==> src/rtl/ni_flit_tx.sv <==
// ni_flit_tx - source-side network interface transmitter.
//
// Takes a packet descriptor (dest, len) and len body words from the local core.
// Emits one header flit and then one flit per body word on a four-phase req/ack
// channel toward a router resource input.
//
// Ports
//   clk         clock
//   preset      synchronous active-high reset
//   pkt_valid   core offers a descriptor;  pkt_ready  descriptor accepted (IDLE only)
//   pkt_dest    destination address (header [5:0])
//   pkt_len     body word count, clamped to MAX_LEN
//   word_valid  core offers a body word;   word_ready word accepted (FETCH only)
//   word_data   body payload
//   out_f       forward channel {req, data[34:0]}
//   out_b       backward channel {ack}, asynchronous to clk
//   busy        packet in flight
//   proto_err   sticky: synchronized ack seen high while idle
//   flit_cnt    completed flits, wraps at 2^16
//
// state    | meaning
// ---------+--------------------------------------------------------------
// S_IDLE   | waiting for a descriptor, pkt_ready high
// S_SETUP  | flit data launched, req low for one cycle of data setup
// S_REQ_HI | req high, waiting for synchronized ack high
// S_ACK_LO | req low, waiting for synchronized ack low (flit complete)
// S_FETCH  | word_ready high, waiting for the next body word

package ni_flit_pkg;
  typedef struct packed {
    logic        req;
    logic [34:0] data;
  } channel_forward;

  typedef struct packed {
    logic ack;
  } channel_backward;
endpackage

module ni_flit_tx
  import ni_flit_pkg::*;
#(
  parameter logic [4:0] SRC_ID      = 5'd0,
  parameter int         SYNC_STAGES = 2,
  parameter int         MAX_LEN     = 15
) (
  input  logic            clk,
  input  logic            preset,
  input  logic            pkt_valid,
  output logic            pkt_ready,
  input  logic [5:0]      pkt_dest,
  input  logic [3:0]      pkt_len,
  input  logic            word_valid,
  output logic            word_ready,
  input  logic [31:0]     word_data,
  output channel_forward  out_f,
  input  channel_backward out_b,
  output logic            busy,
  output logic            proto_err,
  output logic [15:0]     flit_cnt
);

  localparam logic [2:0] TYPE_SINGLE = 3'b110;
  localparam logic [2:0] TYPE_HEAD   = 3'b100;
  localparam logic [2:0] TYPE_BODY   = 3'b001;
  localparam logic [2:0] TYPE_TAIL   = 3'b011;
  localparam logic [3:0] LP_MAX_LEN  = 4'(MAX_LEN);

  typedef enum logic [2:0] {
    S_IDLE,
    S_SETUP,
    S_REQ_HI,
    S_ACK_LO,
    S_FETCH
  } state_t;

  state_t                 r_state;
  state_t                 w_next;
  logic [SYNC_STAGES-1:0] r_sync;
  logic                   w_ack_s;
  logic                   r_en;
  logic [34:0]            r_data;
  logic [3:0]             r_rem;
  logic                   r_proto_err;
  logic [15:0]            r_flit_cnt;
  logic                   w_req;
  logic                   w_pkt_acc;
  logic                   w_word_acc;
  logic                   w_flit_done;
  logic [3:0]             w_len;

  assign w_ack_s = r_sync[SYNC_STAGES-1];
  assign w_len   = (pkt_len > LP_MAX_LEN) ? LP_MAX_LEN : pkt_len;

  // r_en holds pkt_ready low through reset and for the first cycle after it.
  always_ff @(posedge clk) begin
    if (preset) begin
      r_state <= S_IDLE;
    end else begin
      r_state <= w_next;
    end
  end

  always_comb begin
    w_next     = r_state;
    w_req      = 1'b0;
    pkt_ready  = 1'b0;
    word_ready = 1'b0;
    case (r_state)
      S_IDLE: begin
        pkt_ready = r_en;
        if (pkt_valid && r_en) w_next = S_SETUP;
      end
      // Holding here while ack is still high keeps req from rising against a
      // stale ack (only reachable after a protocol error in IDLE).
      S_SETUP: begin
        if (!w_ack_s) w_next = S_REQ_HI;
      end
      S_REQ_HI: begin
        w_req = 1'b1;
        if (w_ack_s) w_next = S_ACK_LO;
      end
      S_ACK_LO: begin
        if (!w_ack_s) w_next = (r_rem == 4'd0) ? S_IDLE : S_FETCH;
      end
      S_FETCH: begin
        word_ready = 1'b1;
        if (word_valid) w_next = S_SETUP;
      end
      default: w_next = S_IDLE;
    endcase
  end

  assign w_pkt_acc   = (r_state == S_IDLE) && pkt_valid && pkt_ready;
  assign w_word_acc  = (r_state == S_FETCH) && word_valid;
  assign w_flit_done = (r_state == S_ACK_LO) && !w_ack_s;

  always_ff @(posedge clk) begin
    if (preset) begin
      r_sync      <= '0;
      r_en        <= 1'b0;
      r_data      <= '0;
      r_rem       <= 4'd0;
      r_proto_err <= 1'b0;
      r_flit_cnt  <= 16'd0;
    end else begin
      r_sync <= {r_sync[SYNC_STAGES-2:0], out_b.ack};
      r_en   <= 1'b1;
      if (w_pkt_acc) begin
        r_rem  <= w_len;
        r_data <= {(w_len == 4'd0) ? TYPE_SINGLE : TYPE_HEAD,
                   SRC_ID, 1'b0, w_len, 16'h0000, pkt_dest};
      end else if (w_word_acc) begin
        r_rem  <= r_rem - 4'd1;
        r_data <= {(r_rem == 4'd1) ? TYPE_TAIL : TYPE_BODY, word_data};
      end
      if (w_flit_done) r_flit_cnt <= r_flit_cnt + 16'd1;
      if ((r_state == S_IDLE) && w_ack_s) r_proto_err <= 1'b1;
    end
  end

  assign out_f     = {w_req, r_data};
  assign busy      = (r_state != S_IDLE);
  assign proto_err = r_proto_err;
  assign flit_cnt  = r_flit_cnt;

endmodule

==> config.mk <==
export PLATFORM = sky130hd
export DESIGN_NAME = ni_flit_tx
export DESIGN_NICKNAME = d
export VERILOG_FILES = /design/src/rtl/ni_flit_tx.sv
export SDC_FILE = /design/constraint.sdc
export NUM_CORES = 1
export LEC_CHECK = 0
export ABC_AREA = 1
export CORE_UTILIZATION = 30
export DETAILED_ROUTE_END_ITERATION = 10
export PLACE_DENSITY = 0.7
export SKIP_CTS_REPAIR_TIMING = 1
export SLEW_MARGIN = 40
export SYNTH_ARGS = -nofsm -noshare
export SYNTH_HDL_FRONTEND = slang
export SYNTH_SLANG_ARGS = --single-unit
==> constraint.sdc <==
create_clock -name clk -period 1.15 [get_ports clk]
set_input_delay 0.115 -clock clk [delete_from_list [all_inputs] [get_ports clk]]
set_output_delay 0.115 -clock clk [all_outputs]
set_load 0.05 [all_outputs]
==> flow_metrics.py <==
metrics = {
    "power": {
        "p_total_w": 0.00612,
        "p_leak_nw": 2.10,
        "p_per_area_nw_per_um2": 1150,
        "ir_drop_mv": 0.798,
    },
    "worst_setup_path": {
        "crit_slowest_cell": "dfxtp_4",
        "critPathTopFamily": "simple AND/OR/NAND/NOR gates",
        "rr_worst_depth": 9,
        "r2r_setup_slack_ns": -0.22,
        "required_ns": 1.03,
        "arrival_ns": 1.36,
        "startpoint_type": "flop",
        "rr_startpoint": "r_state[1]",
        "end_kind": "output pin",
        "cpMostUsedCell": "nor2_4",
        "worstSetupPathType": "flop to output pin",
        "crit_buf_inv": 2,
        "max_stage_delay_ns": 0.36,
        "crit_chain": "nor2_4 -> nand2_4 -> nor2_4 -> buf_6 -> buf_12",
        "critPathMaxFanout": 5,
        "r2r_end": "r_state[1]",
    },
    "sta": {
        "finalSetupViolations": 60,
        "fmax_ghz": 0.677,
        "finalHoldViolations": 0,
        "skew_ns": 0.0130,
        "fin_crit_sh_pct": 129,
        "period_needed_ns": 1.48,
        "slew_violations": 0,
        "slew_headroom_pct": 73.1,
        "worstMarginPinSlew_ns": 0.401,
        "finalSetupTns_ns": -7.53,
        "timing.final.ws_setup_ns": -0.328,
        "rsz0062_at_grt": "yes",
    },
    "grt": {
        "track_usage_pct": 17.3,
        "grt_pass1_wl_mm": 13.3,
        "grt_pass1_vias": 2883,
        "grt_max_degree": 34,
        "grt_overflow": 0,
        "antenna_found_initial": 0,
    },
    "die": {
        "num_rows": 34,
        "io_pins": 103,
        "die_h_um": 97.4,
        "dieArea_um2": 9480,
        "initial_core_util_pct": 31.1,
        "core_area_um2": 8760,
        "die_w_um": 97.4,
    },
    "route": {
        "vias": 3057,
        "wirelength_mm": 8.54,
        "ant_nets": 0,
        "drc": 0,
        "drtPass1Iterations": 4,
        "wl_per_cell_um": 13.2,
        "drtIter0Drc": 136,
        "routed_via_density": 4.72,
    },
    "cells_and_area": {
        "fin_area_um2": 5340,
        "drive_gt1_share_pct": 34.3,
        "mostFrequentLayoutCells": "nand2_1, buf_12, clkdlybuf4s50_1",
        "nFillCells": 742,
        "final_common_cell": "nand2_1",
        "fin_nets": 585,
        "regArea_um2": 1290,
        "num_antenna_cells": 0,
        "multi_input_area_um2": 1460,
        "synthToLayoutAreaGrowth_pct": 95.6,
    },
    "yosys": {
        "mappedNetlistArea_um2": 2730,
        "avgSynthCellArea_um2": 7.03,
        "yosys.cell_types.count": 26,
        "synth_fa_ha_area_share_pct": 1.38,
        "ys.warnings.count": 0,
        "synth.mux.area_fraction_pct": 0,
        "synth_top_family_by_area": "simple AND/OR/NAND/NOR gates",
        "synth_seq_cells": 62,
        "synth_fp_nets": 438,
        "ys_seq_area_share_pct": 45.5,
        "post_synth_and_or_nand_nor_area_fraction_pct": 32.0,
        "synth_xor_area_share_pct": 1.93,
        "synth_compound_area_share_pct": 11.1,
        "synth_cells": 388,
    },
    "clocking": {
        "clk_pin_slew_worst_paths_ns": 0.07,
        "cts_tree": "built",
        "cts_made_buffers": 9,
        "clockRootBuffer": "clkbuf_8",
        "cts_htree_levels": 3,
        "ctsLongestPathBuffers": 2,
        "cts_sinks": 62,
        "clk_latency_ns": 0.34,
    },
    "job": {
        "max_cap_viol_count": 0,
    },
    "place": {
        "gp_congestion": 0.825,
        "hpwl_mm": 6.14,
        "portBuffers": 102,
        "dp_slack_ns": -0.279,
        "placed_cell_area_um2": 4840,
    },
    "outcome": {
        "status": "finished with violations",
        "violations": "setup timing",
    },
    "min_path": {
        "hp-class": "input pin to flop",
        "worstHoldEndpoint": "r_sync[0]",
        "min_from": "out_b",
        "holdPathStages": 3,
    },
}
-- how the worst max path moves through the flow --
stage	startpoint	to	slack, ns	depth (start not counted)
floorplan	r_state[0]	r_data[0]	-0.28	5
global placement	word_valid	r_data[1]	-0.23	6
detailed placement	word_valid	r_data[19]	-0.28	6
CTS	r_state[0]	pkt_ready	-0.46	5
global route	r_state[1]	pkt_ready	-0.39	5
finish	r_state[1]	pkt_ready	-0.33	5
-- Yosys cell counts --
master | n | area, µm²
xor2_1 | 5 | 43.8
o21a_1 | 1 | 7.51
ha_1 | 3 | 37.5
nand3_2 | 1 | 10.0
dfxtp_1 | 62 | 1240
nor3_4 | 1 | 16.3
nor3b_1 | 1 | 7.51
nor2_1 | 47 | 176
nand4_1 | 4 | 25.0
inv_2 | 1 | 3.75
inv_1 | 38 | 143
nand2_1 | 110 | 413
nand2_2 | 3 | 18.8
nand3_1 | 31 | 155
buf_2 | 7 | 35.0
a31oi_1 | 7 | 43.8
o21ai_0 | 12 | 60.1
nor2_4 | 1 | 11.3
a21oi_1 | 34 | 170
xnor2_1 | 1 | 8.76
nand4_2 | 1 | 12.5
nor2_2 | 3 | 18.8
o21bai_1 | 3 | 22.5
nor3_1 | 2 | 10.0
clkbuf_1 | 8 | 30.0
buf_4 | 1 | 7.51
-- flip-flops by register name, summed over array words and instances (netlist names) --
signal and cells:
r_sync 2, r_state 3, flit_cnt 16, r_data 35
proto_err 1, r_en 1, r_rem 4
-- cell type report --
class | count | share of cell area [%]
timing repair buffer | 152 | 39.0
sequential | 62 | 24.2
multi-input combinational | 271 | 27.4
clock buffer | 13 | 3.56
tap | 108 | 2.53
inverter | 39 | 2.93
clock inverter | 3 | 0.422
-- metal layers --
metal  wire length, µm  track usage [%]  vias to the layer above
met1              3300             18.7                     1392
met3               801             8.85                        9
met4                77             4.86                        0
met5                 0                0                        -
li1                  -                -                     1531
met2              4360             29.6                      125
-- cells by family after synthesis --
group	after synthesis
xor gates and xnor gates	6
adders and majority gates	3
buffers and inverters	55
DFF	62
and+or+nand+nor	205
AOI/OAI and AO/OA	57
-- per-stage QoR --
stage	std cells	utilization [%]	hold slack, ns
after floorplan	388	-	0.222
after global placement	621	55.2	0.397
after detailed placement	621	55.2	0.401
after CTS	637	57.7	0.272
after global routing	648	60.9	0.302
final	648	60.9	0.293
-- tightest hold or removal path, cell delays in order --
cell and delay [ns]:
clkdlybuf4s50_1 0.39, inv_1 0.06, nor2_1 0.03
-- where the power goes --
part	internal (W)	leakage [nW]	switching [W]
registers	0.00223	0.514	0.0000934
logic	0.000926	1.48	0.000892
clock network	0.00110	0.107	0.000888
total	0.00425	2.10	0.00187
Power figures use the tool's default switching activity.
